===== src/rtl/ccff_bitstream_loader.sv =====
// Bitstream loader for a ccff configuration chain: serialises stream words onto
// ccff_head with a per-bit shift enable, optionally re-streaming to verify the tail.
//
// state  | meaning
// IDLE   | waiting for start
// LOAD   | shifting the first pass into the chain
// VERIFY | shifting the second pass, comparing ccff_tail against ccff_head
// DONE   | load complete; done held until the next start
module ccff_bitstream_loader #(
  parameter int CHAIN_LEN = 16,
  parameter int DATA_W    = 8,
  parameter int ERR_W     = 16
) (
  input  logic              prog_clk,
  input  logic              pReset,
  input  logic              start,
  input  logic              verify_en,
  input  logic              abort,
  input  logic              s_valid,
  input  logic [DATA_W-1:0] s_data,
  output logic              s_ready,
  output logic              ccff_head,
  output logic              chain_en,
  input  logic              ccff_tail,
  output logic              busy,
  output logic              done,
  output logic              error,
  output logic [ERR_W-1:0]  err_cnt
);

  localparam int          CNT_W = $clog2(CHAIN_LEN + 1);
  localparam int          BC_W  = $clog2(DATA_W + 1);
  localparam int unsigned DW_U  = DATA_W;

  typedef enum logic [1:0] {
    ST_IDLE   = 2'd0,
    ST_LOAD   = 2'd1,
    ST_VERIFY = 2'd2,
    ST_DONE   = 2'd3
  } state_t;

  state_t             r_state;
  state_t             w_state_nxt;
  logic               r_verify;
  logic [DATA_W-1:0]  r_buf;
  logic [BC_W-1:0]    r_buf_cnt;
  logic [CNT_W-1:0]   r_acc_rem;
  logic [CNT_W-1:0]   r_bit_cnt;
  logic               r_head;
  logic               r_chain_en;
  logic               r_error;
  logic [ERR_W-1:0]   r_err_cnt;

  logic               w_busy;
  logic               w_start_go;
  logic               w_abort_go;
  logic               w_pass_end;
  logic               w_ready;
  logic               w_accept;
  logic               w_mismatch;
  logic [BC_W-1:0]    w_word_bits;

  assign w_busy     = (r_state == ST_LOAD) || (r_state == ST_VERIFY);
  assign w_start_go = !w_busy && start && !abort;
  assign w_abort_go = w_busy && abort;
  assign w_pass_end = w_busy && r_chain_en && (r_bit_cnt == CNT_W'(CHAIN_LEN - 1));

  // r_buf_cnt counts bits not yet driven, so zero also covers "presenting last bit"
  assign w_ready  = w_busy && !abort && (r_acc_rem != '0) && (r_buf_cnt == '0);
  assign w_accept = w_ready && s_valid;

  assign w_mismatch = (r_state == ST_VERIFY) && r_chain_en && (ccff_tail != r_head);

  // The final word of a pass only carries the bits still owed to the chain
  always_comb begin
    w_word_bits = BC_W'(DATA_W);
    if (32'(r_acc_rem) < DW_U) begin
      w_word_bits = BC_W'(r_acc_rem);
    end
  end

  always_ff @(posedge prog_clk or negedge pReset) begin
    if (!pReset) begin
      r_state <= ST_IDLE;
    end else begin
      r_state <= w_state_nxt;
    end
  end

  always_comb begin
    w_state_nxt = r_state;
    case (r_state)
      ST_IDLE, ST_DONE: begin
        if (w_start_go) begin
          w_state_nxt = ST_LOAD;
        end
      end
      ST_LOAD: begin
        if (abort) begin
          w_state_nxt = ST_IDLE;
        end else if (w_pass_end) begin
          w_state_nxt = r_verify ? ST_VERIFY : ST_DONE;
        end
      end
      ST_VERIFY: begin
        if (abort) begin
          w_state_nxt = ST_IDLE;
        end else if (w_pass_end) begin
          w_state_nxt = ST_DONE;
        end
      end
      default: w_state_nxt = ST_IDLE;
    endcase
  end

  always_ff @(posedge prog_clk or negedge pReset) begin
    if (!pReset) begin
      r_verify   <= 1'b0;
      r_buf      <= '0;
      r_buf_cnt  <= '0;
      r_acc_rem  <= '0;
      r_bit_cnt  <= '0;
      r_head     <= 1'b0;
      r_chain_en <= 1'b0;
      r_error    <= 1'b0;
      r_err_cnt  <= '0;
    end else begin
      r_head     <= 1'b0;
      r_chain_en <= 1'b0;
      if (w_start_go) begin
        r_verify  <= verify_en;
        r_error   <= 1'b0;
        r_err_cnt <= '0;
        r_buf_cnt <= '0;
        r_bit_cnt <= '0;
        r_acc_rem <= CNT_W'(CHAIN_LEN);
      end else if (w_abort_go) begin
        r_buf_cnt <= '0;
        r_bit_cnt <= '0;
        r_acc_rem <= '0;
      end else if (w_busy) begin
        if (w_pass_end) begin
          // buffer and stream are both drained here; arm the verify pass if needed
          r_bit_cnt <= '0;
          r_buf_cnt <= '0;
          r_acc_rem <= ((r_state == ST_LOAD) && r_verify) ? CNT_W'(CHAIN_LEN) : '0;
        end else begin
          if (r_chain_en) begin
            r_bit_cnt <= r_bit_cnt + CNT_W'(1);
          end
          if (w_accept) begin
            r_head     <= s_data[0];
            r_chain_en <= 1'b1;
            r_buf      <= s_data >> 1;
            r_buf_cnt  <= w_word_bits - BC_W'(1);
            r_acc_rem  <= r_acc_rem - CNT_W'(w_word_bits);
          end else if (r_buf_cnt != '0) begin
            r_head     <= r_buf[0];
            r_chain_en <= 1'b1;
            r_buf      <= r_buf >> 1;
            r_buf_cnt  <= r_buf_cnt - BC_W'(1);
          end
        end
        if (w_mismatch) begin
          r_error <= 1'b1;
          if (r_err_cnt != {ERR_W{1'b1}}) begin
            r_err_cnt <= r_err_cnt + ERR_W'(1);
          end
        end
      end
    end
  end

  assign s_ready   = w_ready;
  assign ccff_head = r_head;
  assign chain_en  = r_chain_en;
  assign busy      = w_busy;
  assign done      = (r_state == ST_DONE);
  assign error     = r_error;
  assign err_cnt   = r_err_cnt;

endmodule


===== config.mk =====
export PLATFORM = sky130hd
export DESIGN_NAME = ccff_bitstream_loader
export DESIGN_NICKNAME = d
export VERILOG_FILES = /design/src/rtl/ccff_bitstream_loader.sv
export SDC_FILE = /design/constraint.sdc
export NUM_CORES = 1
export LEC_CHECK = 0
export BUFFER_PORTS_ARGS = -buffer_cell sky130_fd_sc_hd__buf_4
export CAP_MARGIN = 10
export CORE_ASPECT_RATIO = 0.8
export CORE_MARGIN = 2
export CORE_UTILIZATION = 45
export DETAILED_ROUTE_END_ITERATION = 8
export HOLD_SLACK_MARGIN = 0.15
export PLACE_DENSITY = 0.73
export SLEW_MARGIN = 30
export SYNTH_ARGS = -nofsm -noshare
export SYNTH_HDL_FRONTEND = slang
export SYNTH_SLANG_ARGS = --single-unit
export TNS_END_PERCENT = 5

===== constraint.sdc =====
create_clock -name prog_clk -period 6.6 [get_ports prog_clk]
set_input_delay 0.66 -clock prog_clk [delete_from_list [all_inputs] [get_ports prog_clk]]
set_output_delay 0.66 -clock prog_clk [all_outputs]
set_load 0.05 [all_outputs]

Word-level counts from Yosys, hierarchy flattened
Index checks and enable logic that the tools add are counted.
{ "word_totals": {"word_cells": 112, "input_bits": 15, "ff_bits": 44, "output_inout_bits": 22} }
{ "classes": {"n_eq_ne": 10, "addsub": 5, "bitwise": 3, "n_mux": 48, "n_reduce_logical": 35, "magnitude_cmp": 1} }
{ "op_table": {"columns": ["cell", "count"], "rows": [
  ["$mux W16", 5],
  ["$mux W5", 11],
  ["$mux W4", 7],
  ["$mux W1", 17],
  ["$add A16 B1 Y16 const B", 1],
  ["$mux W8", 2],
  ["$ne A16 B16 Y1 const B", 1],
  ["$logic_and A1 B1 Y1", 12],
  ["$reduce_bool A4 Y1", 3],
  ["$mux W2", 5],
  ["$reduce_bool A5 Y1", 2],
  ["$reduce_bool A2 Y1", 4],
  ["$sub A4 B1 Y4 const B", 2],
  ["$ne A3 B3 Y1 const B", 2],
  ["$pmux W2 S3", 1],
  ["$reduce_and A2 Y1", 3],
  ["$reduce_and A3 Y1", 2],
  ["$add A5 B1 Y5 const B", 1],
  ["$eq A5 B4 Y1 const B", 1],
  ["$lt A5 B4 Y1 const B", 1],
  ["$reduce_and A5 Y1", 1],
  ["$sub A5 B4 Y5", 1],
  ["$eq A2 B2 Y1 const B", 2],
  ["$logic_not A4 Y1", 1],
  ["other kinds (10)", 14]
]} }

Longest topological paths before layout
{ "logic_depth": {"word_depth": 11, "depth_mapped": 9, "mapped_depth_nobuf": 8} }

Worst setup path after synthesis
No wires, ideal clock.
{ "synth_path": {"path_kind": "register to register", "from": "reg r_state[0]", "to": "reg r_err_cnt[15] (netlist: err_cnt[15])", "synth_period_minus_slack_ps": 2256, "arrival_ps": 2178, "path_buffers": 1, "t_required_ps": 6522, "slack_ps": 4344, "stages_incl_launch_ff": 9, "path_cell_list": "dfrtp_1 inv_1 ha_1 buf_6 nor2_2 a31oi_1 or4_4 or3_1 a21oi_1"} }
{ "synth_between": {"elab_chain_cells": 7, "word_cells_on_any_way": 15, "classes_between": "3 x eq/ne; 1 x mux; 11 x reduce/logical"} }
{ "synth_lines": {"columns": ["element", "line", "text"], "rows": [
  ["from (decl)", "42", "state_t r_state;"],
  ["from (signal assigned)", "86", "r_state <= w_state_nxt;"],
  ["$eq A2 B1 Y1 or $eq A2 B2 Y1 (tied branches)", "63, 72", null],
  ["$logic_or A1 B1 Y1", "63", "assign w_busy = (r_state == ST_LOAD) || (r_state == ST_VERIFY);"],
  ["$logic_not A1 Y1", "64", "assign w_start_go = !w_busy && start && !abort;"],
  ["$logic_and A1 B1 Y1 (2 in a row)", "64", null],
  ["$ne A2 B2 Y1 (no source line) or $reduce_bool A2 Y1 (tied branches)", null, null],
  ["$reduce_and A4 Y1 (no source line)", null, null],
  ["to (signal assigned)", "167", "r_err_cnt <= r_err_cnt + ERR_W'(1);"],
  ["to (decl)", "52", "logic [ERR_W-1:0] r_err_cnt;"]
]} }
Several ways; a longest one is shown, not always the timed one.
A chain may end at the register's enable or synchronous reset.

Worst setup path after layout
Ends and elaborated chain as after synthesis.

==> run summary <==
Clock buffer count from CTS - 5
Net Count, Synth - 287
Mapped Area - 2340 um^2
DIE WIDTH - 84.6 um
Die Ht - 68.4 um
Hold_buf cts - 0
Fmax - 350 MHz
Area contributors post-synth - dfrtp_1 46%, nand2_1 7.1%, nor2_1 4.0%
Clock root buffer - clkbuf_8
Leak - 1.23 nW
Fin crit period - 2.85 ns
Initial antenna violation count - 0
Synth top area share - 0.461
HPWL after DPL - 3.87 mm
Yosys reg bits - 43
# port buffers - 36
Sw Share - 0.389
Initial DRC count - 160
CP top delay family - simple AND/OR/NAND/NOR gates
Crit-path max FO - 18
Setup ws final - 3.75 ns
Pin count of the biggest net entering global routing - 44
Async set or reset register ratio after synthesis - 1.00
WL final - 5.34 mm
Rows - 23
Final Max Tran Viols - 0
Primary FF master, synth - dfrtp_1
GRT Residual Overflow - 0
PwrDens - 279 nW/um^2
Worst reg2reg path depth - 7
Endpoints failing setup - 0
Die ar. - 5790 um^2
Clock power frac - 0.213
P_sw - 0.297 mW
R2R Path End - err_cnt[15]$_DFFE_PN0P_
Global-route wire length before repair - 8.67 mm
Worst Path Required - 6.82 ns
RSZ-0062 raised after global routing - no
Post-CTS sizing - 0
DR vias/cell - 5.67
R2r setup slk - 3.75 ns
Syn avg cell area - 8.82 um^2
Dpl cell area - 2650 um^2
EDFF count, synth - 0
Final hold viol count - 0
Logic pwr share - 0.338
Number of fill cells - 490
Crit. Startpoint - r_state[0]$_DFFE_PN0P_
Area occupied by multi-input gates - 1190 um^2
Mapped Cells - 265
Critical Path End Type - flip-flop
Core area - 5010 um^2
Nets - 323
Via count - 2065
TNS Setup - 0 ns
Residual DRC - 0
Design area - 2730 um^2
First drt pass iteration count - 6
H-tree levels - 2
Global Route Usage Sum - 0.192
Final Cycle Share - 0.432
Max stage delay on crit path - 0.63 ns
Synth top cells by count - 44 x nand2_1, 43 x dfrtp_1, 25 x nor2_1, 16 x o21ai_0, 15 x a21oi_1
Worst Tran Pin Value - 0.910 ns
Number of library cell types mapped by synthesis - 48
Most numerous cell in the Yosys netlist - nand2_1
Int Pwr - 0.466 mW
Buf+Inv Stages, Crit Path - 1
Crit path kind - flip-flop to flip-flop
Seq/Total Area, Yosys - 0.461
Setup Fix Bufs, Post-CTS - 0
CTS tree - done
# placed instances - 356
Crit-path slowest cell - and3b_1
Max Cap Viol - 0
Power Total - 0.763 mW
Synth Warn # - 0
Worst-path clk slew - 0.08 ns
HP Class - primary input to asynchronous set/reset pin
CP cell instances - inv_1 -> ha_1 -> and3b_1 -> a31oi_1 -> or4_4 -> or3_1 -> a21oi_1
# clock sinks - 43
CP Launch Type - flip-flop
Post-route antenna net violation count - 0
GP Congestion - 0.856
Starting Density - 0.467
Vias in the first global route - 1794
Clock Skews - 0.00961 ns
WL per Instance - 14.7 um
Status - complete, no violations
Register area - 1080 um^2
Worst reg2reg path startpoint - r_state[0]$_DFFE_PN0P_
Ant. Diodes - 0
Fraction of layout instances using a drive strength above 1 - 0.192
Worst path arrival time - 3.07 ns
Dpl ws - 3.81 ns
Slew margin rel. - 0.394
Layout area overhead - 16.9%
Worst-Skew Late Latency - 0.30 ns
Sequential share of power - 0.448
I/O pin count - 37
CTS Buffer Depth - 2
Cell Count, Final, Fillers Out - 364
Peak VDD IR - 0.145 mV
Cell type with the largest total area after synthesis - dfrtp_1
==> power groups by stage <==
stage          sequential [mW]  clock (mW)  combinational [mW]
6_report                 0.342       0.163               0.258
5_1_grt                  0.347       0.184               0.287
4_1_cts                  0.341       0.169               0.257
3_5_place_dp             0.346           0               0.256
3_3_place_gp             0.344           0               0.251
2_1_floorplan            0.347           0               0.189
==> how the worst max path moves through the flow <==
stage / endpoint / slack [ns] / depth (start not counted)
after detailed placement: err_cnt[15]$_DFFE_PN0P_ / 3.81 / 7
after global routing: err_cnt[13]$_DFFE_PN0P_ / 3.60 / 7
after global placement: err_cnt[15]$_DFFE_PN0P_ / 3.88 / 7
final: err_cnt[15]$_DFFE_PN0P_ / 3.75 / 7
after floorplan: err_cnt[15]$_DFFE_PN0P_ / 4.34 / 8
after CTS: err_cnt[15]$_DFFE_PN0P_ / 3.77 / 7
==> area by class of cell <==
type                            count  share of cell area
Clock inverter                      3             0.00550
Timing Repair Buffer               36              0.0989
Clock buffer                        5              0.0252
Inverter                           10              0.0137
Multi-Input combinational cell    205               0.434
Sequential cell                    43               0.394
Tap cell                           62              0.0284
==> stage by stage <==
stage	utilization	hold WS [ns]
final	0.545	0.343
after global routing	0.545	0.380
after CTS	0.545	0.358
after detailed placement	0.529	0.467
after global placement	0.528	0.464
after floorplan	-	0.364
==> state kept, by name (all words and copies together) (netlist names) <==
name and cells:
err_cnt 16, r_buf_cnt 4, ccff_head 1, r_verify 1, r_acc_rem 5, r_buf 7, r_bit_cnt 5, r_state 2
error 1, chain_en 1
==> cells by family (layout without fill, tap and decap cells) <==
logic type / after synthesis / after routing / share of synthesized area
AND/OR/NAND/NOR: 127 / 127 / 0.267
AO/OA/AOI/OAI: 57 / 57 / 0.152
flip-flops: 43 / 43 / 0.461
buffers and inverters: 17 / 54 / 0.0332
XOR/XNOR: 10 / 10 / 0.0375
adder cells (fa/ha/maj): 7 / 7 / 0.0375
other: 2 / 2 / 0.00321
multiplexers: 2 / 2 / 0.00911
==> routing by layer <==
layer	track usage	vias up	share of wire
met5	0	-	0
met4	0.0595	0	0.013
met3	0.0326	8	0.039
met2	0.291	48	0.44
met1	0.283	994	0.51
li1	-	1015	-
==> placed cells by master (no fill, tap or decap), types with 2 or more instances in the layout <==
cell / instances
conb_1: 2
a31o_2: 2
a31oi_1: 10
nand2_1: 44
xor2_1: 3
inv_1: 10
a21boi_0: 2
or3_1: 4
a21oi_1: 14
xnor2_1: 7
nor2b_1: 2
a32o_1: 2
and2_1: 2
nor2_1: 25
clkinv_2: 3
and3_1: 3
nand3b_1: 2
nor4_1: 7
or2_2: 4
buf_4: 36
nor3_1: 8
clkbuf_8: 5
nand3_1: 10
ha_1: 7
dfrtp_1: 43
nand4_1: 8
o21ai_0: 16
==> worst reg2reg max path, cell delays in order, from the launching register on <==
cell     delay, ns
dfrtp_1       0.40
inv_1         0.06
ha_1          0.46
and3b_1       0.63
a31oi_1       0.15
or4_4         0.57
or3_1         0.36
a21oi_1       0.15
Power figures use the tool's default switching activity.
